[src/rtl/gray_pkg.sv]
// Shared gray-code helpers and default width for gray_counter / gray_sync_decoder.
package gray_pkg;

  localparam int unsigned GRAY_DEFAULT_WIDTH = 8;
  // Widest count the helper functions handle; narrower values are zero-extended.
  localparam int unsigned GRAY_MAX_WIDTH     = 32;

  // Gray to binary: each binary bit is the XOR of all gray bits at or above it.
  function automatic logic [GRAY_MAX_WIDTH-1:0] gray2bin(input logic [GRAY_MAX_WIDTH-1:0] g);
    logic [GRAY_MAX_WIDTH-1:0] b;
    b[GRAY_MAX_WIDTH-1] = g[GRAY_MAX_WIDTH-1];
    for (int i = int'(GRAY_MAX_WIDTH) - 2; i >= 0; i--) begin
      b[i] = b[i+1] ^ g[i];
    end
    return b;
  endfunction

  // Binary to gray.
  function automatic logic [GRAY_MAX_WIDTH-1:0] bin2gray(input logic [GRAY_MAX_WIDTH-1:0] b);
    return b ^ (b >> 1);
  endfunction

endpackage

[src/rtl/gray_sync_chain.sv]
// Multi-flop synchroniser for a gray-coded bus; kept as its own module so CDC and
// timing constraints can target it by name. Synchronous active-low reset.
module gray_sync_chain #(
  parameter int unsigned WIDTH  = 8,
  parameter int unsigned STAGES = 2
) (
  input  logic             clk,
  input  logic             rst_n,
  input  logic [WIDTH-1:0] d_i,
  output logic [WIDTH-1:0] q_o
);

  if (STAGES < 2) begin : g_bad_stages
    $error("gray_sync_chain: STAGES must be at least 2");
  end

  logic [WIDTH-1:0] stage_q [STAGES];

  // Shift the chain every cycle; reset discards all in-flight samples.
  always_ff @(posedge clk) begin
    if (!rst_n) begin
      for (int unsigned i = 0; i < STAGES; i++) begin
        stage_q[i] <= '0;
      end
    end else begin
      stage_q[0] <= d_i;
      for (int unsigned i = 1; i < STAGES; i++) begin
        stage_q[i] <= stage_q[i-1];
      end
    end
  end

  assign q_o = stage_q[STAGES-1];

endmodule

[src/rtl/gray_sync_decoder.sv]
// Synchronises a gray count into clk, decodes it to binary and reports the advance
// since the last enabled update. Optional sticky multi-bit-transition checker is
// built when GRAY_SYNC_ERR_CHECK_EN is defined; otherwise err is tied low.
module gray_sync_decoder
  import gray_pkg::*;
#(
  parameter int unsigned DATA_WIDTH  = GRAY_DEFAULT_WIDTH,
  parameter int unsigned SYNC_STAGES = 2
) (
  input  logic                  clk,
  input  logic                  rst,
  input  logic                  en,
  input  logic [DATA_WIDTH-1:0] gray_in,
  output logic [DATA_WIDTH-1:0] gray_out,
  output logic [DATA_WIDTH-1:0] bin_out,
  output logic [DATA_WIDTH-1:0] delta,
  output logic                  changed,
  output logic                  err,
  input  logic                  err_clr
);

  logic [DATA_WIDTH-1:0] dec_c;
  logic [DATA_WIDTH-1:0] bin_q,   bin_d;
  logic [DATA_WIDTH-1:0] delta_q, delta_d;
  logic                  changed_q, changed_d;

  gray_sync_chain #(
    .WIDTH  (DATA_WIDTH),
    .STAGES (SYNC_STAGES)
  ) u_sync (
    .clk   (clk),
    .rst_n (rst),
    .d_i   (gray_in),
    .q_o   (gray_out)
  );

  // Combinational decode of the synchronised gray value.
  assign dec_c = DATA_WIDTH'(gray2bin(GRAY_MAX_WIDTH'(gray_out)));

  // Next-state for the update registers; hold cycles keep bin/delta and drop changed.
  always_comb begin
    bin_d     = bin_q;
    delta_d   = delta_q;
    changed_d = 1'b0;
    if (en) begin
      bin_d     = dec_c;
      delta_d   = dec_c - bin_q;
      changed_d = (dec_c != bin_q);
    end
  end

  // Update registers.
  always_ff @(posedge clk) begin
    if (!rst) begin
      bin_q     <= '0;
      delta_q   <= '0;
      changed_q <= 1'b0;
    end else begin
      bin_q     <= bin_d;
      delta_q   <= delta_d;
      changed_q <= changed_d;
    end
  end

  assign bin_out = bin_q;
  assign delta   = delta_q;
  assign changed = changed_q;

`ifdef GRAY_SYNC_ERR_CHECK_EN
  logic [DATA_WIDTH-1:0] prev_q;
  logic [DATA_WIDTH-1:0] diff_c;
  logic                  multi_c;
  logic                  err_q, err_d;

  // More than one bit set in the change mask means a non-gray step was seen.
  assign diff_c  = gray_out ^ prev_q;
  assign multi_c = (diff_c & (diff_c - DATA_WIDTH'(1))) != '0;

  // Sticky flag; a detection in the same cycle as a clear keeps the flag set.
  always_comb begin
    err_d = err_q;
    if (err_clr) err_d = 1'b0;
    if (multi_c) err_d = 1'b1;
  end

  // Previous synchronised value and the error flag, tracked regardless of en.
  always_ff @(posedge clk) begin
    if (!rst) begin
      prev_q <= '0;
      err_q  <= 1'b0;
    end else begin
      prev_q <= gray_out;
      err_q  <= err_d;
    end
  end

  assign err = err_q;
`else
  logic unused_err_clr;
  assign unused_err_clr = err_clr;
  assign err = 1'b0;
`endif

endmodule

[config.mk]
export PLATFORM = sky130hd
export DESIGN_NAME = gray_sync_decoder
export DESIGN_NICKNAME = d
export VERILOG_FILES = /design/src/rtl/gray_pkg.sv /design/src/rtl/gray_sync_chain.sv /design/src/rtl/gray_sync_decoder.sv
export SDC_FILE = /design/constraint.sdc
export NUM_CORES = 1
export LEC_CHECK = 0
export ABC_AREA = 1
export ABC_CLOCK_PERIOD_IN_PS = 4900
export CAP_MARGIN = 25
export CORE_ASPECT_RATIO = 0.6
export CORE_MARGIN = 3
export CORE_UTILIZATION = 45
export CTS_BUF_LIST = sky130_fd_sc_hd__clkbuf_8
export CTS_CLUSTER_SIZE = 30
export DETAILED_ROUTE_END_ITERATION = 7
export PLACE_DENSITY_LB_ADDON = 0.2
export SKIP_LAST_GASP = 1
export SLEW_MARGIN = 20
export SYNTH_ARGS = -nofsm -noshare
export SYNTH_HDL_FRONTEND = slang
export SYNTH_SLANG_ARGS = --single-unit
[constraint.sdc]
create_clock -name clk -period 4.9 [get_ports clk]
set_input_delay 1.47 -clock clk [delete_from_list [all_inputs] [get_ports clk]]
set_output_delay 1.47 -clock clk [all_outputs]
set_load 0.05 [all_outputs]
-- Word-level counts from Yosys, hierarchy flattened
Memory sizes are Yosys's and may differ from the RTL's.
Cells that the tools add are included.
W data, S select, Z words.
- bits in registers: 17
- bits in writable memories: 16
- output and inout bits: 26
- logic and storage cells: 20
- memories: 1
- memories (memory ; words ; width ; rd ports ; clocked after Yosys merged registers in ; wr ports ; line ; source):
    u_sync.stage_q ; 2 ; 8 ; 2 ; 0 ; 2 ; gray_sync_chain.sv:17 ; logic [WIDTH-1:0] stage_q [STAGES];
- add/sub/neg operators: 1
- equal/unequal tests: 1
- muxes and demuxes: 4
- bitwise operators: 9
- reductions and logical operators: 1
- operators with widths (cell ; count):
    $mux W8 ; 2
    $ne A8 B8 Y1 ; 1
    $sub A8 B8 Y8 ; 1
    $xor A1 B1 Y1 ; 7
    $mux W1 ; 2
    $or A1 B1 Y1 ; 2
    $reduce_and A2 Y1 ; 1

-- Logic depth before layout (Yosys ltp)
Gate-level depths: netlist (run 1).
An unclocked memory read counts as a cell.
- depth after elaboration: 9
- depth in mapped cells: 23
- mapped depth without buffers: 23

-- Hierarchy
Synthesis (run 1) repeated with hierarchy kept, for this count alone.
- cells, all modules: 217
- area total of the unflattened synthesis: 1710.4 µm²
- by module, submodules not included (module ; instances ; cells each ; area each (µm²) ; seq. area each (µm²)):
    gray_sync_decoder ; 1 ; 159 ; 1166.1 ; 340.3
    gray_sync_chain ; 1 ; 58 ; 544.3 ; 320.3

-- Worst setup path after synthesis (run 1)
No wires, ideal clock.
- kind: reg-to-reg
- from: memory u_sync.stage_q[1][7] (netlist: u_sync.stage_q[0][15])
- to: register delta_q[6] (netlist: delta[6])
- setup time: 0.117 ns
- data arrival time: 2.635 ns
- data required time: 4.783 ns
- path slack: 2.148 ns
- cell stages (with the launch flop): 23
- buffers on the path: 0
- period minus slack after synthesis: 2.752 ns
- path through: dfxtp_1 -> inv_2 -> nand2_2 -> nand3_2 -> nand2_2 -> nand2_4 -> nand2_4 -> nand2_4 -> nand3_2 -> nand2_4 -> nand2_4 -> nand3_1 -> and2_1 -> ha_1 -> fa_1 -> o21ai_0 -> nand2_1 -> nand2_1 -> a21oi_1 -> nand2_1 -> nand2_1 -> o221ai_1 -> inv_1
- RTL lines (what ; line ; source):
    start: declaration ; gray_sync_chain.sv:17 ;
    end signal: assignment ; gray_sync_decoder.sv:60 ; delta_q <= delta_d;
    end: declaration ; gray_sync_decoder.sv:24 ; logic [DATA_WIDTH-1:0] delta_q, delta_d;

==> results.json, run 1 <==
{
  "antenna_left": 0,
  "dp_hpwl_mm": 2.295,
  "n_antenna_cell": 0,
  "core_area_um2": 3423,
  "synth_top_cell_by_area": "dfxtp_1",
  "path_clk_slew_ps": 70,
  "rsz0062_at_grt": "false",
  "cts.htree.levels": 2,
  "grt_usage_pct": 15.54,
  "grt_antenna_before_repair": 0,
  "drc": 0,
  "vias_per_cell": 4.440,
  "p_leak_uw": 0.001086,
  "syn_to_final_growth_pct": 25.58,
  "avgSynthCellArea_um2": 7.791,
  "netlist.area_leader.share_pct": 39.26,
  "ys.flop_type": "dfxtp_1",
  "ys_seq_area_share_pct": 39.26,
  "power_density_nw_per_um2": 376.6,
  "slew_headroom_pct": 49.99,
  "drive_above_1_share_pct": 11.38,
  "start_util_pct": 49.16,
  "grt_pass1_vias": 1180,
  "yosysWarnings": 0,
  "fmax_mhz": 325.6,
  "drt-initial-drc-count": 80,
  "slew_violations": 0,
  "io_buffers": 35,
  "ys_ff_latch": 33,
  "finalHoldViolCount": 0,
  "worstMarginPinSlew_ps": 747.8,
  "place.gp.congestion": 0.8120,
  "required_ps": 5090,
  "fin_skew_ps": 5.107,
  "grt_first_pass_wirelength_mm": 5.250,
  "peakVddDrop_v": 0.0002029,
  "syn_nets": 236,
  "synth_area_um2": 1683,
  "grt_max_degree": 26,
  "holdBufCountCts": 0,
  "tns_ps": 0,
  "cp-start-kind": "flop",
  "cap_viol_max_count": 0,
  "period_needed_ps": 3072,
  "crit_path_max_fanout": 5,
  "critPathArrivalTime_ps": 3260,
  "worstSetupPathType": "flop to flop",
  "nets": 265,
  "clockBufferDepth": 2,
  "ys_types": 28,
  "vias": 1292,
  "utilization_pct": 61.73,
  "cts_root_buffer": "clkbuf_8",
  "synth_area_leaders": "dfxtp_1 (39%), inv_1 (10%), nand2_1 (6.7%), nand2_4 (5.4%), ha_1 (5.2%)",
  "cts.sinks": 33,
  "rows": 16,
  "wirelength_mm": 3.062,
  "async_reset_ff_share_pct": 0,
  "grt_remaining_overflow": 0,
  "hold_slack_ps": 415.4,
  "cts_tree": "built",
  "die_h_um": 53.37,
  "syn_inst": 216,
  "die_w_um": 84.95,
  "post_cts_buffers": 0,
  "synth_edf_count": 0,
  "insertion_delay_ps": 300,
  "post_cts_resize_count": 0,
  "fp.dieArea_um2": 4534,
  "worst_setup_path_end_kind": "flop",
  "cts-buffers-inserted": 5,
  "period_share_pct": 62.69,
  "drtPass1Iterations": 4,
  "io_pins": 38,
  "wl_per_cell_um": 10.52,
  "min_path_type": "flop to flop",
  "setup_violations": 0,
  "status": "finished clean"
}
registers in the layout (all words and copies together), names as in the netlist:
name and cells:
u_sync.stage_q 16, changed 1, bin_out 8, delta 8
per-layer routing:
layer	vias to the layer above	wire length, um	global-route usage, %
met5	-	0	0
met4	0	78	10.26
li1	714	-	-
met1	545	1697	20.80
met2	26	1107	20.62
met3	7	179	5.599
logic make-up (layout without fill, tap and decap cells):
kind of cell	count (synthesis)	count (layout)	synth area share, %
AOI/OAI and AO/OA	35	35	11.38
buffers and inverters	64	94	17.03
DFF	33	33	39.26
other	1	1	0.2228
xor gates and xnor gates	6	6	3.123
and+or+nand+nor	69	69	22.60
adders and majority gates	8	8	6.394
critical path, stage by stage, from the launching register on:
cell	delay (ps)
dfxtp_1	420
inv_2	80
nand2_1	70
nand3_2	90
nand2_2	130
nand2_4	70
nand2_4	80
nand2_4	70
nand3_2	110
nand2_4	80
nand2_4	70
nand3_1	80
and2_1	150
ha_1	200
fa_1	400
o21ai_0	300
nand2_1	90
nand2_1	70
a21oi_1	70
nand2_1	60
nand2_1	50
o221ai_1	160
inv_1	60
path summary, 6_finish.rpt:
path / endpoint / from / cells after the start / slack, ps
max reg2reg: delta[6]$_SDFFE_PN0P_ / u_sync.stage_q[0][15]$_SDFF_PN0_ / 22 / 1830
max: delta[6]$_SDFFE_PN0P_ / u_sync.stage_q[0][15]$_SDFF_PN0_ / 22 / 1830
min: u_sync.stage_q[0][15]$_SDFF_PN0_ / u_sync.stage_q[0][7]$_SDFF_PN0_ / 2 / 420
min reg2reg: u_sync.stage_q[0][15]$_SDFF_PN0_ / u_sync.stage_q[0][7]$_SDFF_PN0_ / 2 / 420
power by group:
group / internal [uW] / leakage (uW) / switching [uW]
Combinational: 86.1 / 0.000758 / 151
Sequential: 289 / 0.000274 / 11.8
Clock: 152 / 0.0000543 / 106
Total: 527 / 0.00109 / 269
synth_stat cells, types with 3 or more instances:
library cell  count
buf_4             9
dfxtp_1          33
nand3_1           9
nor2_1           11
xor2_1            5
nand2_1          30
o21ai_0          11
a21oi_1          15
nand2_4           8
o21ai_1           4
clkbuf_1          3
nand3_2           6
ha_1              7
inv_1            47
area by class of cell:
cell class	count	area (um2)
fill	319	1310
multi-input combinational	119	735.7
timing repair buffer	36	357.8
clock buffer	5	68.82
tap	45	56.30
clock inverter	3	46.29
inverter	50	187.7
sequential	33	660.6
cell usage in the layout, fill, tap and decap left out:
master / instances
inv_2: 2
and2_1: 1
nand2_4: 8
o21ai_0: 11
bufinv_16: 1
nor2_1: 11
xor2_1: 5
clkinv_1: 1
o221ai_1: 1
clkdlybuf4s50_1: 35
buf_4: 1
xnor2_1: 1
inv_1: 47
nand2_1: 30
nand2_2: 2
fa_1: 1
conb_1: 1
dfxtp_1: 33
o211ai_1: 2
clkinv_4: 1
o21ai_1: 4
o311ai_0: 1
clkbuf_8: 5
nand3_1: 9
ha_1: 7
a21oi_1: 15
o21ai_2: 1
nand3_2: 6
nand4_1: 2
clkinvlp_4: 1
per-stage QoR:
stage,instance area [um2],cells,total power [uW],setup slack [ps]
after floorplan,1683,216,483.4,2148
after global placement,1998,283,541.1,1721
after detailed placement,1998,283,543.2,1669
after CTS,2113,291,804.6,1810
after global routing,2113,291,839.4,1545
final,2113,291,795.9,1828
Note: power is estimated with default switching activity, not from simulation.
==> run 2: changes to the inputs <==
- ABC_CLOCK_PERIOD_IN_PS: 4900 -> 2500
- clock period: 4.9 -> 2.5 ns (I/O delays scaled with it)
==> run 2 against run 1 <==
Against the previous run: the run now ends with setup timing left; wire length increased by 44%; critical path type unchanged; via count rose by 22%; total power is 120% higher; sequential power rose by 97%.
==> results.json, run 2 (synthesis results as in run 1) <==
{
  "power_density_nw_per_um2": 675.3,
  "min_path_type": "flop to flop",
  "die_h_um": 53.37,
  "p_int_uw": 1175,
  "fillers": 238,
  "top_register": "u_sync.stage_q",
  "vias_per_cell": 4.747,
  "cts_tree": "built",
  "io_buffers": 35,
  "fin_ws_ps": -309.4,
  "drt-initial-drc-count": 102,
  "syn_to_final_growth_pct": 55.32,
  "swShare_pct": 33.46,
  "grt_max_degree": 25,
  "antenna_left": 0,
  "nets": 306,
  "cap_viol_max_count": 0,
  "period_share_pct": 112.4,
  "total_power_uw": 1765,
  "fin_skew_ps": 5.260,
  "peakVddDrop_v": 0.0004146,
  "clockBufferDepth": 2,
  "worstSetupPathType": "flop to flop",
  "rows": 16,
  "status": "finished, violations left",
  "ff_latch_area_um2": 669.4,
  "cts.sinks": 33,
  "required_ps": 2690,
  "crit_chain": "inv_4, nand2_4, nand3_4, nand2_4, nand2_4, nand2_4, nand2_4, nand2_4, nand2_4, nand3_2, nand3_2, and2_4, ha_4, fa_2, o21ai_2, nand2_1, nand2_2, a21oi_2, nand2_1, nand2_1, o221ai_2, inv_1",
  "stdcell_count": 332,
  "rsz0062_at_grt": "true",
  "comb_power_share_pct": 37.3,
  "slew_headroom_pct": 64.79,
  "grt_usage_pct": 18.97,
  "grt_remaining_overflow": 0,
  "vias": 1576,
  "finalHoldViolCount": 0,
  "holdBufCountCts": 0,
  "utilization_pct": 76.35,
  "switchingPower_uw": 590.5,
  "path_clk_slew_ps": 70,
  "worstMarginPinSlew_ps": 526.4,
  "fmax_mhz": 355.9,
  "worst_setup_path_end_kind": "flop",
  "multi_input_area_um2": 910.9,
  "n_antenna_cell": 0,
  "start_util_pct": 49.16,
  "drc": 0,
  "drtPass1Iterations": 4,
  "period_needed_ps": 2809,
  "layout_commonest_cell": "inv_1",
  "dp.cells": 305,
  "crit_path_frequent_cell": "nand2_4",
  "critPathMaxStageDelay_ps": 390,
  "drive_above_1_share_pct": 32.75,
  "dp_hpwl_mm": 2.647,
  "wirelength_mm": 4.404,
  "cts-buffers-inserted": 5,
  "core_area_um2": 3423,
  "io_pins": 38,
  "wl_per_cell_um": 13.27,
  "setup_violations": 7,
  "insertion_delay_ps": 290,
  "crit_path_max_fanout": 4,
  "critPathBufInv": 2,
  "pre_cts_ws_ps": -223.8,
  "cp-start-kind": "flop",
  "violations": "setup timing",
  "fp.dieArea_um2": 4534,
  "grt_antenna_before_repair": 0,
  "crit_path_top_delay_cell": "dfxtp_4",
  "clkPwrFrac_pct": 29.1,
  "critPathArrivalTime_ps": 3000,
  "pwr-share-seq_pct": 33.6,
  "die_w_um": 84.95,
  "layout_common_cells": "inv_1 (47), buf_4 (42), clkdlybuf4s50_1 (35)",
  "p_leak_uw": 0.001313,
  "cts.htree.levels": 2,
  "slew_violations": 0,
  "cts_root_buffer": "clkbuf_8",
  "largest_reg_flops": 16,
  "place.gp.congestion": 0.8519,
  "grt_pass1_vias": 1433,
  "worst_path_dominant_cell_family": "simple AND/OR/NAND/NOR gates",
  "grt_first_pass_wirelength_mm": 6.534
}
-- run 2: cell types whose count changed in the layout (fill, tap and decap cells not counted), sizes merged --
| cell | change |
|---|---|
| buf | +41 |
| clkbuf | +1 |
| clkinv | -1 |
| clkinvlp | -1 |
| inv | +1 |
-- run 2: per-layer routing --
metal	global-route usage [%]	wire length, um	up-vias
met5	0	0	-
met1	25.42	2053	729
li1	-	-	796
met2	29.90	2060	44
met4	5.526	34	0
met3	5.132	256	7
-- run 2: worst min-delay path, cell delays in order (launching register included) --
cell and delay, ps:
dfxtp_1 300, nand2_1 50, inv_1 30
-- run 2: metrics by stage --
| step | instance area, um2 | hold WS, ps | setup TNS [ps] |
|---|---|---|---|
| 3_5_place_dp | 2172 | 398.4 | -585.4 |
| 4_1_cts | 2447 | 413.4 | -698.6 |
| 3_3_place_gp | 2172 | 392.0 | -347.2 |
| 5_1_grt | 2614 | 431.6 | -2156 |
| 2_1_floorplan | 1692 | 390.5 | -39.81 |
| 6_report | 2614 | 409.7 | -1141 |
-- run 2: final timing paths --
kind | endpoint | slack [ps] | from | depth (start not counted)
worst max-delay path | delta[6]$_SDFFE_PN0P_ | -310 | u_sync.stage_q[0][14]$_SDFF_PN0_ | 22
worst min-delay path | u_sync.stage_q[0][13]$_SDFF_PN0_ | 410 | u_sync.stage_q[0][5]$_SDFF_PN0_ | 2
worst max register to register | delta[6]$_SDFFE_PN0P_ | -310 | u_sync.stage_q[0][14]$_SDFF_PN0_ | 22
worst min register to register | u_sync.stage_q[0][13]$_SDFF_PN0_ | 410 | u_sync.stage_q[0][5]$_SDFF_PN0_ | 2
-- run 2: what timing repair did --
action,CTS,global route
setup endpoints to repair,6,7
buffers inserted,14,5
resized for setup,11,29
pin swaps,2,10
-- run 2: final cells by class --
| class | count | area share (%) |
|---|---|---|
| Multi-Input combinational cell | 119 | 34.85 |
| Sequential cell | 33 | 25.61 |
| Clock buffer | 6 | 3.159 |
| Inverter | 50 | 7.468 |
| Timing Repair Buffer | 77 | 25.47 |
| Tap cell | 45 | 2.154 |
| Clock inverter | 2 | 1.292 |
-- run 2: power by group through the flow --
stage	clock network (uW)	logic [uW]	registers, uW
global route	548	710	598
CTS	521	588	591
detailed placement	0	539	602
floorplan	0	256	697
global placement	0	528	601
finish	513	659	593
